$ cat src/rtl/pipelined_shift_unit.sv
// Pipelined barrel shifter (SLL/SRL/SRA/ROL/ROR) with valid/ready handshake and tag sideband.
// Barrel levels are spread over STAGES register stages; the last stage is the output register.
module pipelined_shift_unit #(
  parameter int WIDTH  = 32,
  parameter int STAGES = 2,
  parameter int TAG_W  = 5
) (
  input  logic             clk,
  input  logic             rst,
  input  logic             in_valid,
  output logic             in_ready,
  input  logic [WIDTH-1:0] in_a,
  input  logic [WIDTH-1:0] in_b,
  input  logic [2:0]       in_op,
  input  logic [TAG_W-1:0] in_tag,
  output logic             out_valid,
  input  logic             out_ready,
  output logic [WIDTH-1:0] out_result,
  output logic [TAG_W-1:0] out_tag,
  output logic             out_zero,
  output logic             out_illegal
);

  localparam int LOG2W = $clog2(WIDTH);
  localparam int NI    = (STAGES > 1) ? STAGES - 1 : 1;

  localparam logic [2:0] OP_SLL = 3'd0;
  localparam logic [2:0] OP_SRL = 3'd1;
  localparam logic [2:0] OP_SRA = 3'd2;
  localparam logic [2:0] OP_ROL = 3'd3;
  localparam logic [2:0] OP_ROR = 3'd4;

  // Intermediate stage registers; amt holds only the not-yet-consumed amount bits, LSB-aligned
  logic [NI-1:0][WIDTH-1:0] val_q, val_d;
  logic [NI-1:0][LOG2W-1:0] amt_q, amt_d;
  logic [NI-1:0][2:0]       op_q, op_d;
  logic [NI-1:0][TAG_W-1:0] tag_q, tag_d;
  logic [NI-1:0]            vld_q, vld_d;
  logic [NI-1:0]            ovr_q, ovr_d;

  logic [WIDTH-1:0] res_q, res_d;
  logic [TAG_W-1:0] otag_q, otag_d;
  logic             ovld_q, ovld_d;
  logic             zero_q, zero_d;
  logic             ill_q, ill_d;

  logic adv;

  assign adv         = !ovld_q || out_ready;
  assign in_ready    = adv;
  assign out_valid   = ovld_q;
  assign out_result  = res_q;
  assign out_tag     = otag_q;
  assign out_zero    = zero_q;
  assign out_illegal = ill_q;

  function automatic logic [WIDTH-1:0] shift_level(input logic [WIDTH-1:0] v,
                                                   input logic [2:0] op,
                                                   input int k);
    int n;
    logic [WIDTH-1:0] r;
    n = 1 << k;
    case (op)
      OP_SLL:  r = v << n;
      OP_SRL:  r = v >> n;
      OP_SRA:  r = $signed(v) >>> n;
      OP_ROL:  r = (v << n) | (v >> (WIDTH - n));
      OP_ROR:  r = (v >> n) | (v << (WIDTH - n));
      default: r = v;
    endcase
    return r;
  endfunction

  always_comb begin
    logic [WIDTH-1:0] v;
    logic [LOG2W-1:0] amt;
    logic [2:0]       op;
    logic [TAG_W-1:0] tg;
    logic             vl;
    logic             ovr;
    logic             ill;
    int               prv;
    int               cur;

    val_d  = val_q;
    amt_d  = amt_q;
    op_d   = op_q;
    tag_d  = tag_q;
    vld_d  = vld_q;
    ovr_d  = ovr_q;
    res_d  = res_q;
    otag_d = otag_q;
    ovld_d = ovld_q;
    zero_d = zero_q;
    ill_d  = ill_q;
    v      = '0;
    amt    = '0;
    op     = '0;
    tg     = '0;
    vl     = 1'b0;
    ovr    = 1'b0;
    ill    = 1'b0;
    prv    = 0;
    cur    = 0;

    if (adv) begin
      for (int s = 0; s < STAGES; s++) begin
        prv = (s == 0) ? 0 : s - 1;
        cur = (s < NI) ? s : 0;
        if (s == 0) begin
          v   = in_a;
          amt = in_b[LOG2W-1:0];
          op  = in_op;
          tg  = in_tag;
          vl  = in_valid;
          ovr = |in_b[WIDTH-1:LOG2W];
        end else begin
          v   = val_q[prv];
          amt = amt_q[prv];
          op  = op_q[prv];
          tg  = tag_q[prv];
          vl  = vld_q[prv];
          ovr = ovr_q[prv];
        end

        for (int k = 0; k < LOG2W; k++) begin
          if ((k * STAGES) / LOG2W == s) begin
            if (amt[0]) v = shift_level(v, op, k);
            amt = amt >> 1;
          end
        end

        if (s == STAGES - 1) begin
          // SRA keeps the original sign in the MSB through every level, so it can seed the fill
          ill = (op > OP_ROR);
          if (ill) v = '0;
          else if (ovr && (op == OP_SLL || op == OP_SRL)) v = '0;
          else if (ovr && op == OP_SRA) v = {WIDTH{v[WIDTH-1]}};
          res_d  = v;
          otag_d = tg;
          ovld_d = vl;
          zero_d = (v == '0);
          ill_d  = ill;
        end else begin
          val_d[cur] = v;
          amt_d[cur] = amt;
          op_d[cur]  = op;
          tag_d[cur] = tg;
          vld_d[cur] = vl;
          ovr_d[cur] = ovr;
        end
      end
    end
  end

  always_ff @(posedge clk or negedge rst) begin
    if (!rst) begin
      val_q  <= '0;
      amt_q  <= '0;
      op_q   <= '0;
      tag_q  <= '0;
      vld_q  <= '0;
      ovr_q  <= '0;
      res_q  <= '0;
      otag_q <= '0;
      ovld_q <= 1'b0;
      zero_q <= 1'b0;
      ill_q  <= 1'b0;
    end else begin
      val_q  <= val_d;
      amt_q  <= amt_d;
      op_q   <= op_d;
      tag_q  <= tag_d;
      vld_q  <= vld_d;
      ovr_q  <= ovr_d;
      res_q  <= res_d;
      otag_q <= otag_d;
      ovld_q <= ovld_d;
      zero_q <= zero_d;
      ill_q  <= ill_d;
    end
  end

endmodule

$ cat config.mk
export PLATFORM = sky130hd
export DESIGN_NAME = pipelined_shift_unit
export DESIGN_NICKNAME = d
export VERILOG_FILES = /design/src/rtl/pipelined_shift_unit.sv
export SDC_FILE = /design/constraint.sdc
export NUM_CORES = 1
export LEC_CHECK = 0
export CORE_MARGIN = 5
export CORE_UTILIZATION = 43
export DETAILED_ROUTE_END_ITERATION = 6
export PLACE_DENSITY = 0.69
export SLEW_MARGIN = 10
export SYNTH_ARGS = -nofsm -noshare
export SYNTH_HDL_FRONTEND = slang
export SYNTH_SLANG_ARGS = --single-unit
$ cat constraint.sdc
create_clock -name clk -period 2.5 [get_ports clk]
set_clock_uncertainty 0.1 [all_clocks]
set_input_delay 0.75 -clock clk [delete_from_list [all_inputs] [get_ports clk]]
set_output_delay 0.75 -clock clk [all_outputs]
set_load 0.03 [all_outputs]
==> results of run 1 <==
-- state kept, by name (all words and copies together), names as in the netlist --
register / flops
out_illegal: 1
val_q: 32
out_tag: 5
vld_q: 1
ovr_q: 1
tag_q: 5
amt_q: 2
out_valid: 1
op_q: 3
out_result: 32
out_zero: 1
-- kinds of logic after synthesis --
group,Yosys count
mux,19
xor+xnor,4
simple gates,316
buf+inv,105
compound gates,387
flops,84
-- timing repair --
| item | 4_1_cts | 5_1_grt |
|---|---|---|
| setup endpoints to repair | 66 | 65 |
| resized for setup | 112 | 103 |
| hold buffers | 0 | 0 |
| pin swaps | 42 | 62 |
| buffers inserted | 20 | 13 |
| gates cloned | 3 | 4 |
-- where the power goes --
| group | switching (uW) | leakage, uW | internal (uW) |
|---|---|---|---|
| Combinational | 2430 | 0.00390 | 2330 |
| Clock | 584 | 0.000129 | 685 |
| Sequential | 260 | 0.00102 | 1670 |
| Total | 3280 | 0.00505 | 4680 |
-- critical path, delay by kind of cell, from the launching register on --
family	cells	cell delay [ns]
AND/OR/NAND/NOR	4	0.91
AO/OA/AOI/OAI	3	0.79
flip-flops	1	0.53
buffers and inverters	2	0.33
-- metrics by stage --
| stage | setup WS [ns] | hold slack (ns) | util [%] |
|---|---|---|---|
| finish | -0.240 | 0.339 | 73.8 |
| detailed placement | -0.827 | 0.355 | 64.8 |
| floorplan | -0.0728 | 0.330 | - |
| CTS | -0.222 | 0.348 | 70.3 |
| global placement | -0.788 | 0.344 | 64.8 |
| global route | -0.323 | 0.374 | 73.8 |
-- final cells by class --
type	instances	area share, %
inverter	11	0.341
clock buffer	9	1.86
clock inverter	7	0.476
sequential	84	17.4
multi-input combinational	728	44.5
timing repair buffer	438	33.1
tap	220	2.27
-- path summary, 6_finish.rpt --
check / endpoint / slack, ns / cells past startpoint
worst max-delay path: out_zero / -0.24 / 9
worst min-delay path: out_result[7] / 0.34 / 2
worst max register to register: out_zero / -0.24 / 9
worst min register to register: out_tag[3] / 0.37 / 2
max in group asynchronous: amt_q[0] / 1.63 / 2
min in group clk: out_tag[3] / 0.37 / 2
-- synth_stat cells (17+ instances only) --
cell type  count  area [um2]
nand3_1       42         210
clkbuf_1      54         203
a21oi_1       68         340
nor2_1        78         293
nand2_1      106         398
dfrtp_1       84        2100
o21ai_0       64         320
a22o_1        18         158
a221oi_1      44         385
buf_2         25         125
a221o_1       17         170
o22ai_1       26         163
a31oi_1       40         250
-- layer usage --
metal  track usage (%)  wire length, um
met1              35.5            11500
met4              17.3             2040
met5                 0                0
met2              53.0            15300
met3              3.24             2040
==> flow_metrics.tcl, run 1 <==
set metrics [dict create \
    cts.clk_slew.worst_paths_ns 0.07 \
    port_buffers 116 \
    cts.path.max_buffers 2 \
    ir_worst_vdd_mv 0.439 \
    required_ns 2.67 \
    final_cell_mix "buf_4, clkdlybuf4s50_1, nand2_1" \
    arrival_ns 2.91 \
    track_usage_pct 30.0 \
    cp-end-kind "flop" \
    worst_slack_ns -0.240 \
    outcome "finished, violations left" \
    placedCellCount 1446 \
    gp_congestion 0.988 \
    die_area_um2 19200 \
    layout.cells.non_filler 1497 \
    ant_nets 0 \
    grt_start_max_net_pins 85 \
    htree_levels 3 \
    regArea_um2 2100 \
    final_area_um2 12100 \
    antenna_found_initial 0 \
    yosys_warnings 0 \
    cts-root-buf "clkbuf_16" \
    die_h_um 139 \
    critPathMaxStageDelay_ns 0.53 \
    grt_overflow 0 \
    clk-insertion-delay-late_ns 0.35 \
    slew_headroom_pct 48.7 \
    seq_area_frac_synth_pct 29.5 \
    power_uw 7960 \
    synth_top_family_by_area "compound AO/OA/AOI/OAI gates" \
    rows 47 \
    hold_viol 0 \
    num_io_pins 117 \
    async_flop_share_pct 100 \
    slew_violations 0 \
    antennaDiodeCount 0 \
    final_common_cell "buf_4" \
    nets 1348 \
    synthesis.area_um2 7120 \
    grt_pass1_wl_mm 47.7 \
    syn2layout_area_growth_pct 70.0 \
    violations "negative setup slack" \
    first_pass_iters 6 \
    dp_hpwl_mm 22.7 \
    synth-compound-area-share_pct 38.7 \
    synth.avg_cell_area_um2 7.78 \
    critPathMostFrequentCell "buf_4" \
    cts_buffers 9 \
    synth-xor-area-share_pct 0.756 \
    drive_gt1_share_pct 40.2 \
    grt_pass1_vias 9054 \
    drtIter0Drc 808 \
    ys.flop_type "dfrtp_1" \
    fin_crit_ns 2.74 \
    tightest_slew_ns 0.769 \
    ys_ff_latch 84 \
    nFillCells 1202 \
    pwr_density_cell_nw_per_um2 657 \
    maxCapViolCount 0 \
    synth_cell_types 79 \
    critPathMaxFanout 9 \
    cts_tree "done" \
    wl_per_cell_um 20.7 \
    setup_violations 32 \
    fin_crit_sh_pct 110 \
    timing.fmax_mhz 365 \
    avgViaCountPerCell 6.29 \
    clock_sinks 84 \
    synth-edff-count 0 \
    wl_mm 31.0 \
    synthSimpleGateAreaFrac_pct 21.0 \
    dpl_cell_area_um2 10600 \
    fin_tns_setup_ns -1.94 \
    critPathLaunchType "flop" \
    critPathKind "reg -> reg" \
    cellLeakagePower_uw 0.00505 \
    drc_errors 0 \
    crit_chain "nand2b_1 > buf_4 > buf_4 > or3_1 > o221a_2 > a221oi_2 > and4_4 > nand4_1 > o22ai_2" \
    hold_class "in -> async" \
    slowest_stage "dfrtp_1" \
    syn-num-nets 991 \
    initial_core_util_pct 43.4 \
    synth_mux_area_share_pct 3.11 \
    die_w_um 139 \
    crit_path_start "amt_q[0]" \
    rsz0062_at_grt "yes" \
    synth_cells 915 \
    reg2reg_from "amt_q[0]" \
    synth_fa_ha_area_share_pct 0 \
    vias 9418 \
    multiInputGateArea_um2 5390 \
    core_area_um2 16400 \
]
Note: power is estimated with default switching activity, not from simulation.
==> run 2, diff against run 1 <==
Settings changed: CELL_PAD_IN_SITES_DETAIL_PLACEMENT from default to 1, CELL_PAD_IN_SITES_GLOBAL_PLACEMENT from default to 1, CORE_UTILIZATION 43 to 40, CTS_BUF_LIST from default to sky130_fd_sc_hd__clkbuf_16, PLACE_DENSITY 0.69 to default, PLACE_DENSITY_LB_ADDON from default to 0.1.
Clock period 2.5 ns to 2.8 ns, I/O delays scaled along.
==> run 2 against run 1 <==
Effect of this change: the run still ends with negative setup slack left; die area increased by 6.9%; first-iteration DRC count grew 62%; global-route usage increased by 7.1 points; hold slack improved by 0.050 ns; final area decreased by 4.4%; setup slack worse by 0.12 ns; critical path depth rose by 3; highest routed layer unchanged; critical path type is now in -> reg; sequential share of layout area increased by 0.82 points; cell count down 2.2%; routed wire length increased by 50%.
==> flow_metrics.tcl, run 2 (same netlist as run 1, synthesis figures left out) <==
set metrics [dict create \
    die_area_um2 20600 \
    first_pass_iters 6 \
    path_delay_family "buffers and inverters" \
    grt_pass1_vias 10600 \
    final_cell_mix "buf_4, clkdlybuf4s50_1, nand2_1" \
    slowest_stage "nor2_1" \
    reg2reg_from "op_q[1]" \
    slew_headroom_pct 43.9 \
    ant_nets 0 \
    cellLeakagePower_uw 0.00478 \
    pwr_density_cell_nw_per_um2 645 \
    critPathLaunchType "input pin" \
    final_common_cell "buf_4" \
    drive_gt1_share_pct 35.7 \
    cp-end-kind "flop" \
    htree_levels 3 \
    path_buf_inv 5 \
    tightest_slew_ns 0.820 \
    required_ns 2.95 \
    avgViaCountPerCell 7.34 \
    violations "negative setup slack" \
    swShare_pct 45.5 \
    ir_worst_vdd_mv 0.429 \
    whs_endpoint "tag_q[2]" \
    cts_buffers 9 \
    hold_buffers 0 \
    track_usage_pct 37.1 \
    rrSetupSlack_ns -0.29 \
    die_h_um 143 \
    p_seq_share_pct 24.4 \
    setup_violations 23 \
    worst_slack_ns -0.364 \
    maxCapViolCount 0 \
    grt_pass1_wl_mm 60.0 \
    gp_congestion 0.979 \
    vias 10700 \
    fin_crit_sh_pct 113 \
    hold_viol 0 \
    cts-root-buf "clkbuf_16" \
    dp_hpwl_mm 28.5 \
    critPathKind "in -> reg" \
    wl_mm 46.5 \
    rows 48 \
    grt_overflow 0 \
    critPathMaxStageDelay_ns 0.52 \
    clk-insertion-delay-late_ns 0.36 \
    syn2layout_area_growth_pct 62.5 \
    hold_class "reg -> reg" \
    p_sw_uw 3400 \
    cts_tree "done" \
    arrival_ns 3.31 \
    clock_sinks 84 \
    fin_crit_ns 3.16 \
    initial_core_util_pct 41.0 \
    nets 1308 \
    comb_power_share_pct 60.5 \
    worst_r2r_path_depth 10 \
    cts.path.max_buffers 2 \
    die_w_um 143 \
    core_area_um2 17400 \
    regToRegEndpoint "out_zero" \
    outcome "finished, violations left" \
    clkPwrFrac_pct 15.1 \
    min-delay-start "tag_q[2]" \
    drc_errors 0 \
    slew_violations 0 \
    drtIter0Drc 1309 \
    hold_depth 2 \
    port_buffers 116 \
    crit_chain "buf_4 > buf_6 > xnor2_4 > buf_12 > buf_16 > nand3_1 > a31oi_2 > buf_4 > nor2_1 > nor2_1 > o22ai_1 > a21oi_1" \
    timing.fmax_mhz 316 \
    critPathMaxFanout 13 \
    num_io_pins 117 \
    wl_per_cell_um 31.8 \
    intPower_uw 4070 \
    place_ws_ns -0.867 \
    cts.clk_slew.worst_paths_ns 0.07 \
    grt_start_max_net_pins 44 \
    power_uw 7470 \
    rsz0062_at_grt "yes" \
    antenna_found_initial 0 \
]
[run 2: how the worst max path moves through the flow]
stage          startpoint         to  slack [ns]  depth (start not counted)
2_1_floorplan    in_op[0]   val_q[2]       0.001                          9
3_3_place_gp     in_op[1]   val_q[3]       -0.82                          9
3_5_place_dp     in_op[1]  val_q[29]       -0.87                         10
4_1_cts           op_q[1]   out_zero       -0.01                         10
5_1_grt          in_op[1]   val_q[8]       -0.33                         12
6_report         in_op[1]   val_q[8]       -0.36                         12
[run 2: routing by layer]
layer / GRT usage, % / wire, um / part of all wire [%]
met1: 41.4 / 15600 / 34
met5: 0 / 0 / 0
met2: 64.5 / 21100 / 45
met4: 24.9 / 4830 / 10
met3: 6.69 / 4930 / 11
[run 2: layout make-up]
class                           instances  area [um2]
Timing Repair Buffer                  400        3640
Tap cell                              225         282
Clock inverter                          7        36.3
Multi-Input combinational cell        726        5240
Clock buffer                            9         225
Antenna cell                            2        5.00
Fill cell                            1944        5780
Sequential cell                        84        2100
Inverter                               11        42.5
[run 2: worst reg2reg max path: cells and delay by family (launching register included)]
| family | cells | cell delay [ns] |
|---|---|---|
| AOI/OAI and AO/OA | 4 | 1.20 |
| buffers and inverters | 3 | 0.48 |
| DFF | 1 | 0.42 |
| and+or+nand+nor | 3 | 0.80 |
[run 2: power groups by stage]
stage	sequential, uW	clock (uW)	combinational (uW)
4_1_cts	1780	1090	4050
6_report	1820	1130	4520
3_3_place_gp	1770	0	3620
5_1_grt	1830	1180	4650
2_1_floorplan	2010	0	1540
3_5_place_dp	1800	0	3760
[run 2: metrics by stage]
stage / TNS, ns / cells / cell area, um2 / hold WS (ns) / util, %
after global routing: -3.78 / 1462 / 11600 / 0.416 / 66.6
after floorplan: 0 / 915 / 7140 / 0.330 / -
after CTS: -0.0102 / 1450 / 11100 / 0.371 / 63.9
after detailed placement: -25.91 / 1416 / 10300 / 0.357 / 59.2
final: -2.73 / 1464 / 11600 / 0.389 / 66.7
after global placement: -19.86 / 1416 / 10300 / 0.347 / 59.2
[run 2: repair_timing]
item | in CTS | in global routing
setup endpoints to repair | 47 | 64
resized for setup | 89 | 77
setup buffers | 18 | 9
pin swaps | 28 | 21
gates cloned | 1 | 3
